**config.mk**
```make
export PLATFORM = sky130hd
export DESIGN_NAME = memwb_stage_flat
export DESIGN_NICKNAME = d
export VERILOG_FILES = /design/src/rtl/memwb_stage_pkg.sv /design/src/rtl/memwb_stage_if.sv /design/src/rtl/memwb_stage_load_align.sv /design/src/rtl/memwb_stage.sv /design/src/flat_wrapper.sv
export SDC_FILE = /design/constraint.sdc
export NUM_CORES = 1
export LEC_CHECK = 0
export ABC_AREA = 1
export ABC_CLOCK_PERIOD_IN_PS = 11160
export CAP_MARGIN = 20
export CORE_UTILIZATION = 53
export DETAILED_ROUTE_END_ITERATION = 10
export GPL_TIMING_DRIVEN = 0
export PLACE_DENSITY = 0.87
export REMOVE_ABC_BUFFERS = 1
export SYNTH_ARGS = -nofsm -noshare
export SYNTH_HDL_FRONTEND = slang
export SYNTH_SLANG_ARGS = --single-unit
```
**constraint.sdc**
```tcl
create_clock -name clk -period 11.16 [get_ports clk]
set_input_delay 2.232 -clock clk [delete_from_list [all_inputs] [get_ports clk]]
set_output_delay 2.232 -clock clk [all_outputs]
set_load 0.05 [all_outputs]
```
**src/rtl/memwb_stage_pkg.sv**
```systemverilog
// Shared widths, write-back select codes, load funct3 codes and the MEM->WB payload record.
package memwb_stage_pkg;

    localparam int unsigned XLEN        = 32;
    localparam int unsigned RFIDX_WIDTH = 5;
    localparam int unsigned ADDR_SIZE   = 32;
    localparam int unsigned INSTRET_W   = 64;

    typedef enum logic [1:0] {
        WB_ALU = 2'b00,
        WB_MEM = 2'b01,
        WB_PC4 = 2'b10,
        WB_IMM = 2'b11
    } wbsel_e;

    localparam logic [2:0] LD_LB  = 3'b000;
    localparam logic [2:0] LD_LH  = 3'b001;
    localparam logic [2:0] LD_LW  = 3'b010;
    localparam logic [2:0] LD_LBU = 3'b100;
    localparam logic [2:0] LD_LHU = 3'b101;

    typedef struct packed {
        logic                   regwr;
        logic [RFIDX_WIDTH-1:0] rd;
        wbsel_e                 wbsel;
        logic [2:0]             ldtype;
        logic [ADDR_SIZE-1:0]   pc;
        logic [XLEN-1:0]        alu;
        logic [XLEN-1:0]        imm;
        logic [XLEN-1:0]        rdata;
    } wb_payload_t;

endpackage

```
**src/rtl/memwb_stage_if.sv**
```systemverilog
// MEM-stage side of the MEM/WB register: retiring instruction payload plus stall/flush control.
interface memwb_stage_if;
    import memwb_stage_pkg::*;

    logic                   mem_valid_i;
    logic                   stall_i;
    logic                   flush_i;
    logic [ADDR_SIZE-1:0]   mem_pc_i;
    logic [RFIDX_WIDTH-1:0] mem_rd_i;
    logic                   mem_regwr_i;
    logic [1:0]             mem_wbsel_i;
    logic [2:0]             mem_ldtype_i;
    logic [XLEN-1:0]        mem_alu_i;
    logic [XLEN-1:0]        mem_imm_i;
    logic [XLEN-1:0]        mem_rdata_i;

    modport master (
        output mem_valid_i, stall_i, flush_i, mem_pc_i, mem_rd_i, mem_regwr_i,
               mem_wbsel_i, mem_ldtype_i, mem_alu_i, mem_imm_i, mem_rdata_i
    );

    modport slave (
        input  mem_valid_i, stall_i, flush_i, mem_pc_i, mem_rd_i, mem_regwr_i,
               mem_wbsel_i, mem_ldtype_i, mem_alu_i, mem_imm_i, mem_rdata_i
    );
endinterface

```
**src/rtl/memwb_stage_load_align.sv**
```systemverilog
// Combinational load alignment: picks byte/half/word from the raw memory word and extends it.
module load_align
    import memwb_stage_pkg::*;
(
    input  logic [XLEN-1:0] rdata_i,
    input  logic [1:0]      off_i,
    input  logic [2:0]      ldtype_i,
    output logic [XLEN-1:0] data_o,
    output logic            misalign_o
);

    logic [7:0]  byte_sel;
    logic [15:0] half_sel;

    always_comb begin
        byte_sel   = rdata_i[{off_i, 3'b000} +: 8];
        half_sel   = rdata_i[{off_i[1], 4'b0000} +: 16];
        data_o     = rdata_i;
        misalign_o = (off_i != 2'b00);
        unique case (ldtype_i)
            LD_LB: begin
                data_o     = {{(XLEN-8){byte_sel[7]}}, byte_sel};
                misalign_o = 1'b0;
            end
            LD_LBU: begin
                data_o     = {{(XLEN-8){1'b0}}, byte_sel};
                misalign_o = 1'b0;
            end
            LD_LH: begin
                data_o     = {{(XLEN-16){half_sel[15]}}, half_sel};
                misalign_o = off_i[0];
            end
            LD_LHU: begin
                data_o     = {{(XLEN-16){1'b0}}, half_sel};
                misalign_o = off_i[0];
            end
            // lw and every reserved code behave as a full-word load
            default: begin
                data_o     = rdata_i;
                misalign_o = (off_i != 2'b00);
            end
        endcase
    end

endmodule

```
**src/rtl/memwb_stage.sv**
```systemverilog
// MEM/WB pipeline register and write-back path driving the register file write port.
// Optional retired-instruction counter enabled by defining XGRISCV_INSTRET_EN.
module memwb_stage
    import memwb_stage_pkg::*;
(
    input  logic                   clk,
    input  logic                   reset,
    memwb_stage_if.slave           mem,
    output logic                   we3,
    output logic [RFIDX_WIDTH-1:0] wa3,
    output logic [XLEN-1:0]        wd3,
    output logic [ADDR_SIZE-1:0]   pc,
    output logic                   misalign_o
`ifdef XGRISCV_INSTRET_EN
    ,
    output logic [INSTRET_W-1:0]   instret_o
`endif
);

    logic        valid_q, valid_d;
    wb_payload_t payload_q, payload_d;
    logic [XLEN-1:0] load_data;
    logic            load_mis;

    // Flush beats stall; a stalled instruction leaves a bubble and its payload parked.
    always_comb begin
        valid_d   = 1'b0;
        payload_d = payload_q;
        if (!mem.flush_i) begin
            valid_d = mem.mem_valid_i & ~mem.stall_i;
            if (!mem.stall_i) begin
                payload_d.regwr  = mem.mem_regwr_i;
                payload_d.rd     = mem.mem_rd_i;
                payload_d.wbsel  = wbsel_e'(mem.mem_wbsel_i);
                payload_d.ldtype = mem.mem_ldtype_i;
                payload_d.pc     = mem.mem_pc_i;
                payload_d.alu    = mem.mem_alu_i;
                payload_d.imm    = mem.mem_imm_i;
                payload_d.rdata  = mem.mem_rdata_i;
            end
        end
    end

    always_ff @(posedge clk or posedge reset) begin
        if (reset) begin
            valid_q   <= 1'b0;
            payload_q <= '0;
        end else begin
            valid_q   <= valid_d;
            payload_q <= payload_d;
        end
    end

    load_align u_load_align (
        .rdata_i    (payload_q.rdata),
        .off_i      (payload_q.alu[1:0]),
        .ldtype_i   (payload_q.ldtype),
        .data_o     (load_data),
        .misalign_o (load_mis)
    );

    always_comb begin
        wd3 = payload_q.alu;
        unique case (payload_q.wbsel)
            WB_ALU:  wd3 = payload_q.alu;
            WB_MEM:  wd3 = load_data;
            WB_PC4:  wd3 = XLEN'(payload_q.pc + ADDR_SIZE'(4));
            WB_IMM:  wd3 = payload_q.imm;
            default: wd3 = payload_q.alu;
        endcase
        misalign_o = valid_q & (payload_q.wbsel == WB_MEM) & load_mis;
        we3        = valid_q & payload_q.regwr & (payload_q.rd != '0) & ~misalign_o;
        wa3        = payload_q.rd;
        pc         = payload_q.pc;
    end

`ifdef XGRISCV_INSTRET_EN
    logic [INSTRET_W-1:0] instret_q, instret_d;

    // Every retiring instruction counts, including x0 targets and non-writing ones.
    always_comb begin
        instret_d = instret_q;
        if (valid_q && !misalign_o) begin
            instret_d = instret_q + INSTRET_W'(1);
        end
    end

    always_ff @(posedge clk or posedge reset) begin
        if (reset) begin
            instret_q <= '0;
        end else begin
            instret_q <= instret_d;
        end
    end

    assign instret_o = instret_q;
`endif

endmodule

```
**src/flat_wrapper.sv**
```systemverilog
// flat-port wrapper written by rule: the top's interface ports become plain ports
module memwb_stage_flat import memwb_stage_pkg::*;
  (clk, reset, we3, wa3, wd3, pc, misalign_o, mem_mem_valid_i, mem_stall_i, mem_flush_i, mem_mem_pc_i, mem_mem_rd_i, mem_mem_regwr_i, mem_mem_wbsel_i, mem_mem_ldtype_i, mem_mem_alu_i, mem_mem_imm_i, mem_mem_rdata_i);
  memwb_stage_if mem_i ();
  input  logic clk;
  input  logic reset;
  output logic we3;
  output logic [RFIDX_WIDTH-1:0] wa3;
  output logic [XLEN-1:0] wd3;
  output logic [ADDR_SIZE-1:0] pc;
  output logic misalign_o;
  input wire logic [$bits(mem_i.mem_valid_i)-1:0] mem_mem_valid_i;
  input wire logic [$bits(mem_i.stall_i)-1:0] mem_stall_i;
  input wire logic [$bits(mem_i.flush_i)-1:0] mem_flush_i;
  input wire logic [$bits(mem_i.mem_pc_i)-1:0] mem_mem_pc_i;
  input wire logic [$bits(mem_i.mem_rd_i)-1:0] mem_mem_rd_i;
  input wire logic [$bits(mem_i.mem_regwr_i)-1:0] mem_mem_regwr_i;
  input wire logic [$bits(mem_i.mem_wbsel_i)-1:0] mem_mem_wbsel_i;
  input wire logic [$bits(mem_i.mem_ldtype_i)-1:0] mem_mem_ldtype_i;
  input wire logic [$bits(mem_i.mem_alu_i)-1:0] mem_mem_alu_i;
  input wire logic [$bits(mem_i.mem_imm_i)-1:0] mem_mem_imm_i;
  input wire logic [$bits(mem_i.mem_rdata_i)-1:0] mem_mem_rdata_i;
  assign mem_i.mem_valid_i = mem_mem_valid_i;
  assign mem_i.stall_i = mem_stall_i;
  assign mem_i.flush_i = mem_flush_i;
  assign mem_i.mem_pc_i = mem_mem_pc_i;
  assign mem_i.mem_rd_i = mem_mem_rd_i;
  assign mem_i.mem_regwr_i = mem_mem_regwr_i;
  assign mem_i.mem_wbsel_i = mem_mem_wbsel_i;
  assign mem_i.mem_ldtype_i = mem_mem_ldtype_i;
  assign mem_i.mem_alu_i = mem_mem_alu_i;
  assign mem_i.mem_imm_i = mem_mem_imm_i;
  assign mem_i.mem_rdata_i = mem_mem_rdata_i;
  memwb_stage u_core (.clk(clk), .reset(reset), .mem(mem_i), .we3(we3), .wa3(wa3), .wd3(wd3), .pc(pc), .misalign_o(misalign_o));
endmodule
```
==> results.ini, run 1 <==
[route]
wl_per_cell_um=16.71
dr.pass1.iters=7
vias_per_cell=5.553
wl_met3_um=2409
wl_met1_um=9679
routed_wl_um=24250
drt.antenna.violating_nets=0
drtIter0Drc=853
drc=0
top_layer=met4
vias=8057
wl_met2_um=11220

[sta]
finalSetupViolCount=0
hold_viol_final=0
worstMarginPinSlew_ns=0.9961
max_freq_ghz=0.1815
finalCritPeriodShare_pct=49.36
max_slew_margin_pct=33.50
setup_tns_ns=0
slew_violations=0
finalClockSkew_ns=0
period_minus_slack_ns=5.509
rsz0062_at_grt=no

[die]
dieHeight_um=123.1
initial_utilization_pct=55.18
rows=43
core-area_mm2=0.01410
io_pins=215
fp.dieArea_mm2=0.01516
fp.dieW_um=123.1

[critical_path]
worstSetupPathType=register to output port
r2r_cells=2
r2r_slack_ns=9.84
arrival_ns=3.28
worstPathRequired_ns=8.93
rr_startpoint=u_core.payload_q[129]$_DFFE_PP0P_
endpoint_kind=output port
crit_fanout=17
reg2reg_to=u_core.payload_q[129]$_DFFE_PP0P_
worstSetupStartpointType=register

[cts]
cts_tree=done
clk_path_buf_depth=2
cts_setup_buffers=0
h-tree-depth=4
clock_latency_ns=0.42
clockRootBuffer=clkbuf_16
post_cts_resized=0
path_clk_slew_ns=0.06
clock_sinks=140
numCtsBuffers=17
hold_buffers=0

[hold_path]
min_path_type=register to register
whs_path_depth=2
min_to=u_core.payload_q[72]$_DFFE_PP0P_
hold_start=u_core.payload_q[72]$_DFFE_PP0P_

[final_layout]
diodes=0
drive_above_1_share_pct=4.721
layout_common_cells=nand2_1 (431), clkdlybuf4s50_1 (214), dfrtp_1 (140)
final_common_cell=nand2_1
syn2layout_area_growth_pct=33.92
fillers=1104
final_nets=1403

[yosys]
synth_top_cells_by_area=dfrtp_1 (45%), nand2_1 (21%), o21ai_0 (7.0%), inv_1 (4.7%), nand3_1 (4.1%)
synth_fa_ha_area_share_pct=0.1608
syn_inst=1102
synth_compound_area_share_pct=12.00
ys_async_sr_fraction_pct=100.0
synth_top_area_share_pct=45.04
yosysWarnings=0
synthMuxAreaShare_pct=0
ys_ff_latch=140
synth_flop_cell=dfrtp_1
synth_xor_area_share_pct=0
synthDistinctLibCells=30
netlist_area_mm2=0.007779
yosysTopAreaCell=dfrtp_1
synth_edf_count=0
synth.avg_cell_area_um2=7.059
ys_seq_area_share_pct=45.04
synth_top_family_by_area=simple AND/OR/NAND/NOR gates
synthSimpleGateAreaFrac_pct=31.24

[power]
switchingPower_uw=647.4
seq_power_share_pct=35.2
pwr-share-clk_pct=31.9
intPower_mw=1.131
power_mw=1.778
p_comb_share_pct=32.9
ir_drop_uv=127.0
p_sw_share_pct=36.40
power_leakage_nw=4.760
power_density_mw_per_mm2=170.7

[global_routing]
grt_pass1_wl_um=37830
grt_pass1_vias=7524
grt_use_total_pct=33.11
grt_max_degree=76
antenna_found_initial=0
grt_overflow_total=0

[placed_design]
place_congestion=0.9214
place_hpwl_um=17580
io_buffers=214

[outcome]
outcome=complete, no violations

[job]
cap_violations=0

[cells by family (layout without fill, tap and decap cells)]
group | count (synthesis) | count (layout)
AOI/OAI and AO/OA | 178 | 178
adders and majority gates | 1 | 1
buffers and inverters | 188 | 357
DFF | 140 | 140
and+or+nand+nor | 595 | 595
[cell usage after synthesis (4+ instances only)]
cell,count
o22ai_1,5
o21ai_0,109
nand4_1,17
inv_1,97
dfrtp_1,140
a21oi_1,51
nor2_1,62
clkbuf_1,21
buf_4,37
nor2_2,6
inv_2,4
nand2_2,4
nand2_1,431
nand3_1,64
buf_2,24
[cell type report]
class	count	area [µm²]	area share, %
well taps	180	225.2	2.162
inverters	103	394.1	3.783
repair buffers	222	2315	22.22
flip-flops and latches	140	3503	33.63
clock inverters	6	82.58	0.7927
clock buffers	26	509.2	4.888
multi-input cells	774	3388	32.52
[metal layers]
| metal | vias up | track usage (%) |
|---|---|---|
| met4 | 0 | 15.51 |
| met3 | 64 | 6.965 |
| met1 | 3750 | 43.27 |
| li1 | 3784 | - |
| met2 | 459 | 52.62 |
| met5 | - | 0 |
[flip-flops by register name, summed over array words and instances, names as in the netlist]
register and cells:
u_core.wa3 5, u_core.pc 32, u_core.valid_q 1, u_core.payload_q 102
[stage by stage]
step	hold slack, ns	util, %	cell area, µm²	setup WS, ns	instances
finish	0.4696	73.90	10420	5.651	1451
global route	0.4844	73.90	10420	5.519	1451
CTS	0.4730	73.80	10400	5.706	1450
detailed placement	0.4591	69.60	9811	6.170	1418
global placement	0.4533	68.36	9635	0.1440	1411
floorplan	0.4422	-	7268	3.380	1017
[worst max-delay path by stage]
stage                                            from                                end  cells past startpoint
floorplan                                 mem_flush_i  u_core.payload_q[131]$_DFFE_PP0P_                      4
global placement                          mem_flush_i   u_core.payload_q[51]$_DFFE_PP0P_                      5
detailed placement  u_core.payload_q[131]$_DFFE_PP0P_                            wd3[10]                      5
CTS                 u_core.payload_q[132]$_DFFE_PP0P_                            wd3[23]                      6
global route        u_core.payload_q[131]$_DFFE_PP0P_                            wd3[10]                      5
finish              u_core.payload_q[131]$_DFFE_PP0P_                            wd3[10]                      5
[power groups by stage]
stage / registers (mW) / logic [mW] / clock network, mW
2_1_floorplan: 0.681 / 0.294 / 0
3_3_place_gp: 0.633 / 0.563 / 0
3_5_place_dp: 0.632 / 0.577 / 0
4_1_cts: 0.625 / 0.581 / 0.569
5_1_grt: 0.633 / 0.623 / 0.592
6_report: 0.627 / 0.585 / 0.567
[critical path, stage by stage (launching register included)]
cell	delay, ns
dfrtp_1	0.46
nand2_1	0.51
inv_1	0.74
a22oi_1	0.22
nand3_1	0.10
clkdlybuf4s50_1	0.82
Power figures use the tool's default switching activity.
==> run 2, diff against run 1 <==
Settings changed: ABC_CLOCK_PERIOD_IN_PS 11160 to 4800, CORE_UTILIZATION 53 to 44, PLACE_DENSITY 0.87 to 0.77.
Clock period 11.16 ns to 4.8 ns, I/O delays scaled along.
==> results.ini, run 2 (synthesis gave the netlist of run 1 again) <==
[outcome]
outcome=complete, no violations

[final_layout]
final_cells=1497  ; +3.2%
drive_above_1_share_pct=4.953  ; +0.23 points
diodes=0  ; unchanged
final_nets=1404  ; +0.071%
final_common_cell=nand2_1
syn2layout_area_growth_pct=35.64
regMostFlops=u_core.payload_q
largest_reg_flops=102  ; unchanged
layout_common_cells=nand2_1 (431), clkdlybuf4s50_1 (214), dfrtp_1 (140)

[placed_design]
dp_cells=1464  ; +3.2%
place_congestion=0.8789  ; -4.6%
place_hpwl_um=18010  ; +2.4%
io_buffers=214  ; unchanged

[power]
power_density_mw_per_mm2=402.0  ; +140%
p_comb_share_pct=32.0  ; -0.9 points
pwr-share-clk_pct=33.7  ; +1.8 points
ir_drop_uv=260.5  ; +110%
power_leakage_nw=4.791  ; +0.64%
p_sw_share_pct=36.04  ; -0.36 points
seq_power_share_pct=34.3  ; -0.9 points
intPower_mw=2.713  ; +140%
switchingPower_mw=1.529  ; +140%

[cts]
clk_path_buf_depth=2  ; unchanged
clockRootBuffer=clkbuf_16
cts_setup_buffers=0  ; unchanged
cts_tree=done
clock_sinks=140  ; unchanged
clock_latency_ns=0.42  ; about the same
path_clk_slew_ns=0.06  ; about the same
numCtsBuffers=17  ; unchanged
h-tree-depth=4  ; unchanged
post_cts_resized=0  ; unchanged
hold_buffers=0  ; unchanged

[route]
vias=7684  ; -4.6%
vias_per_cell=5.133  ; -7.6%
drtIter0Drc=659  ; -23%
drt.antenna.violating_nets=0  ; unchanged
drc=0  ; unchanged
dr.pass1.iters=7  ; unchanged
routed_wl_um=24650  ; +1.6%
wl_per_cell_um=16.46  ; -1.5%

[sta]
finalCritPeriodShare_pct=89.14
worstMarginPinSlew_ns=1.050  ; +0.05404 ns
period_minus_slack_ns=4.279
rsz0062_at_grt=no
slew_violations=0  ; unchanged
finalClockSkew_ns=0  ; unchanged
setup_tns_ns=0  ; unchanged
max_freq_ghz=0.2337
max_slew_margin_pct=29.99  ; -3.5 points
hold_viol_final=0  ; unchanged
finalSetupViolCount=0  ; unchanged

[die]
fp.dieArea_mm2=0.01821  ; +20%
io_pins=215  ; unchanged
fp.dieW_um=135.0  ; +9.6%
core-area_mm2=0.01730  ; +23%
initial_utilization_pct=44.97  ; -10 points
dieHeight_um=135.0  ; +9.6%
rows=48  ; +12%

[global_routing]
grt_pass1_wl_um=38630  ; +2.1%
busiest_layer=met2
grt_pass1_vias=7258  ; -3.5%
grt_max_degree=87  ; +14%
grt_use_met1_pct=38.52  ; -4.7 points
use_met3_pct=4.880  ; -2.1 points
met2_usage_pct=43.67  ; -8.9 points
grt_use_total_pct=27.96  ; -5.1 points
grt_overflow_total=0  ; unchanged
antenna_found_initial=0  ; unchanged

[critical_path]
cpMaxStageDelayCell=clkdlybuf4s50_1
cp_num_buf_inv=2  ; unchanged
worstSetupPathType=register to output port
arrival_ns=3.32  ; +0.04 ns
cpLargestDelayFamily=buffers and inverters
r2r_slack_ns=3.51  ; -6.33 ns
worstPathRequired_ns=3.84  ; -5.09 ns
crit_path_cell_trace=nand2_1, inv_1, a22oi_1, nand3_1, clkdlybuf4s50_1
r2r_cells=2  ; unchanged
endpoint_kind=output port
worstSetupStartpointType=register
critical_path.max_stage_delay_ns=0.74  ; -0.08 ns
crit_fanout=17  ; unchanged
rr_startpoint=u_core.payload_q[129]$_DFFE_PP0P_
reg2reg_to=u_core.payload_q[129]$_DFFE_PP0P_

[hold_path]
whs_path_depth=2  ; unchanged
hold_start=u_core.payload_q[49]$_DFFE_PP0P_
min_path_type=register to register
min_to=u_core.payload_q[49]$_DFFE_PP0P_

[job]
cap_violations=0  ; unchanged

==> run 2: tightest hold or removal path, stage by stage, from the launching register on <==
cell     delay [ns]
dfrtp_1        0.34
nand2_1        0.06
nand2_1        0.05
==> run 2: routing by layer <==
| metal | routed length (µm) | share of wire, % | vias up |
|---|---|---|---|
| met5 | 0 | 0 | - |
| met4 | 697 | 2.8 | 0 |
| met3 | 1708 | 6.9 | 39 |
| met2 | 11420 | 46 | 288 |
| met1 | 10820 | 44 | 3578 |
| li1 | - | - | 3779 |
==> run 2: metrics by stage <==
stage	utilization, %	total power, mW	setup slack [ns]	cell area (µm²)	hold slack (ns)
2_1_floorplan	-	2.267	-1.708	7268	0.4422
3_3_place_gp	56.03	2.794	-5.169	9692	0.4537
3_5_place_dp	57.23	2.823	0.6874	9899	0.4589
4_1_cts	60.92	4.250	0.2268	10540	0.4732
5_1_grt	61.00	4.413	0.3944	10550	0.4815
6_report	61.00	4.242	0.5214	10550	0.4731
==> run 2: worst max path at each step <==
stage	start	end	slack (ns)	cells after the start
after floorplan	mem_flush_i	u_core.payload_q[131]$_DFFE_PP0P_	-1.71	4
after global placement	mem_flush_i	u_core.payload_q[38]$_DFFE_PP0P_	-5.17	5
after detailed placement	u_core.payload_q[132]$_DFFE_PP0P_	wd3[5]	0.69	7
after CTS	u_core.payload_q[132]$_DFFE_PP0P_	wd3[5]	0.23	7
after global routing	u_core.payload_q[131]$_DFFE_PP0P_	wd3[10]	0.39	5
final	u_core.payload_q[131]$_DFFE_PP0P_	wd3[10]	0.52	5
==> run 2: power by group through the flow <==
stage | registers, mW | logic [mW] | clock network, mW
after floorplan | 1.58 | 0.685 | 0
after global placement | 1.47 | 1.32 | 0
after detailed placement | 1.47 | 1.35 | 0
after CTS | 1.45 | 1.36 | 1.44
after global routing | 1.47 | 1.46 | 1.49
final | 1.45 | 1.36 | 1.43
==> run 2: cell type report <==
| class | count | area (µm²) |
|---|---|---|
| inverters | 103 | 394.1 |
| fillers | 1590 | 6745 |
| clock buffers | 22 | 474.2 |
| well taps | 225 | 281.5 |
| repair buffers | 223 | 2347 |
| multi-input cells | 774 | 3388 |
| flip-flops and latches | 140 | 3503 |
| clock inverters | 10 | 162.7 |
==> patch: new RTL, config.mk and constraints of run 1 <==
Change the package constant `ADDR_SIZE` from 32 to 64.
--- a/src/rtl/memwb_stage_pkg.sv
+++ b/src/rtl/memwb_stage_pkg.sv
@@ -4,5 +4,5 @@
     localparam int unsigned XLEN        = 32;
     localparam int unsigned RFIDX_WIDTH = 5;
-    localparam int unsigned ADDR_SIZE   = 32;
+    localparam int unsigned ADDR_SIZE   = 64;
     localparam int unsigned INSTRET_W   = 64;
 
Ports: changed (resized mem_mem_pc_i and pc); port bits go from 215 to 279. The function was not compared with the original's and may differ.
==> patch against run 1 <==
Clock skew unchanged. Total power grew 16%. Critical path depth did not move. Synthesized area grew 19%. Fmax is 6.4% lower. Final area is 19% higher. First-iteration DRC count is 10% lower. Worst setup slack got worse by 0.37 ns. Count of clock-buffer cells in the layout shrank 7. Clock power grew 3%. Sequential power increased by 22%. Routed wire length increased by 18%. Sequential cell count grew 32. Largest power group unchanged.
==> patch: results (changes against run 1) <==
routed via count 9014 (+12%); Static Leak 5.71 nW (+20%); Slew headroom 36.7% (+3.2 points); clock buffer depth 2 (unchanged); post_cts resized 0 (unchanged); DRT Pass-1 Iters 5 (-2); WHS Endpoint u_core.pc[52]$_DFFE_PP0P_; Layout Nets 1627 (+16%); clk slew on worst S/H paths around 0.070 ns; Async SR Flop Fraction 100% (unchanged); r2r endpoint u_core.payload_q[65]$_DFFE_PP0P_; filler instances 1321 (+20%); Total GRT Usage 32.3% (-0.77 points); Clk. pwr 0.585 mW (+3%); CP endpoint wd3[9]; P_seq 0.764 mW (+22%); worst hold slack 0.473 ns (+0.00299 ns); drt wl/cell 17.0 um (+1.6%); final worst slack 5.28 ns (-0.375 ns); HP Start u_core.pc[52]$_DFFE_PP0P_; vias in the first global route 8710 (+16%); initial antenna violation count 1 (+1); number of distinct library cells after synthesis 33 (+10%); Post-CTS Setup Repair Bufs 0 (unchanged); max reg flops 102 (unchanged); worst vdd ir 0.000110 V (-14%); Seq pwr share 37.0% (+1.8 points); Seq/Total Area, Yosys 46.5% (+1.4 points); DRT iter0 DRCs 765 (-10%); synth cell count leaders nand2_1, dfrtp_1, o21ai_0, inv_1, buf_4; Worst Clk Skew 0 ns (unchanged); R2R Setup Slk 9.73 ns (-0.11 ns); clk_lat worst skew 0.43 ns; Port-buffer cells 278 (+30%); H-tree levels 4 (unchanged); hpwl dp 20500 um (+17%); net switching power 0.794 mW (+23%); total gr overflow 0 (unchanged); dpl ws 5.76 ns (-0.414 ns); reg2reg start u_core.payload_q[65]$_DFFE_PP0P_; final-report hold violation count 0 (unchanged); reg2reg path depth 2 (unchanged); global-route wire length before repair 44300 um (+17%); layout cells sized above 1 5.26% (+0.54 points); CP startpoint u_core.payload_q[163]$_DFFE_PP0P_; top post-synthesis cells by area dfrtp_1, nand2_1, o21ai_0; Top reg by flops u_core.payload_q; hold path cells 2 (unchanged); status finished, final reports clean; Post-DP Area 11800 sq um (+20%); largest net degree at the start of global routing 92 (+21%); total CTS buffers 17 (unchanged); Final Wtd Congestion 0.933 (+1.2%)
==> patch: changes by cell type after synthesis, sizes merged, moves of 3 or more <==
| cell | run 1 | this run |
|---|---|---|
| o21ai | 109 | 112 |
| clkbuf | 21 | 32 |
| inv | 102 | 108 |
| nand2 | 437 | 523 |
| nand3 | 64 | 67 |
| buf | 64 | 93 |
| nor2 | 69 | 66 |
| dfrtp | 140 | 172 |
==> patch: final cells by class <==
class	instances	area, sq um	area share, %
Sequential cell	172	4300	34.8
Tap cell	220	275	2.22
Timing Repair Buffer	288	3020	24.4
Multi-Input combinational cell	862	3780	30.5
Antenna cell	1	2.50	0.0202
Inverter	109	422	3.41
Clock buffer	19	443	3.58
Clock inverter	13	133	1.07
==> patch: stage by stage <==
stage,TNS (ns),std cells
6_report,0,1684
5_1_grt,0,1683
4_1_cts,0,1683
3_5_place_dp,0,1651
3_3_place_gp,-327.82,1641
2_1_floorplan,0,1143
==> patch: cell families after synthesis <==
group	count (synthesis)	synth area share, %
buffers and inverters	234	12.9
adder cells (fa/ha/maj)	1	0.135
AO/OA/AOI/OAI	180	10.2
flip-flops	172	46.5
AND/OR/NAND/NOR	681	30.3
==> patch: layer usage <==
layer	vias to the layer above	track usage (%)	routed length, um
met5	-	0	0
met2	471	51.4	13400
met3	73	7.33	2510
met4	0	17.5	1300
li1	4305	-	-
met1	4165	41.1	11400
==> patch: worst max-delay path, stage by stage, from the launching register on <==
cell and delay [ns]:
dfrtp_1 0.45, nand2_1 0.62, clkinv_1 0.83, a22oi_1 0.44
nand3_1 0.15, clkdlybuf4s50_1 0.73
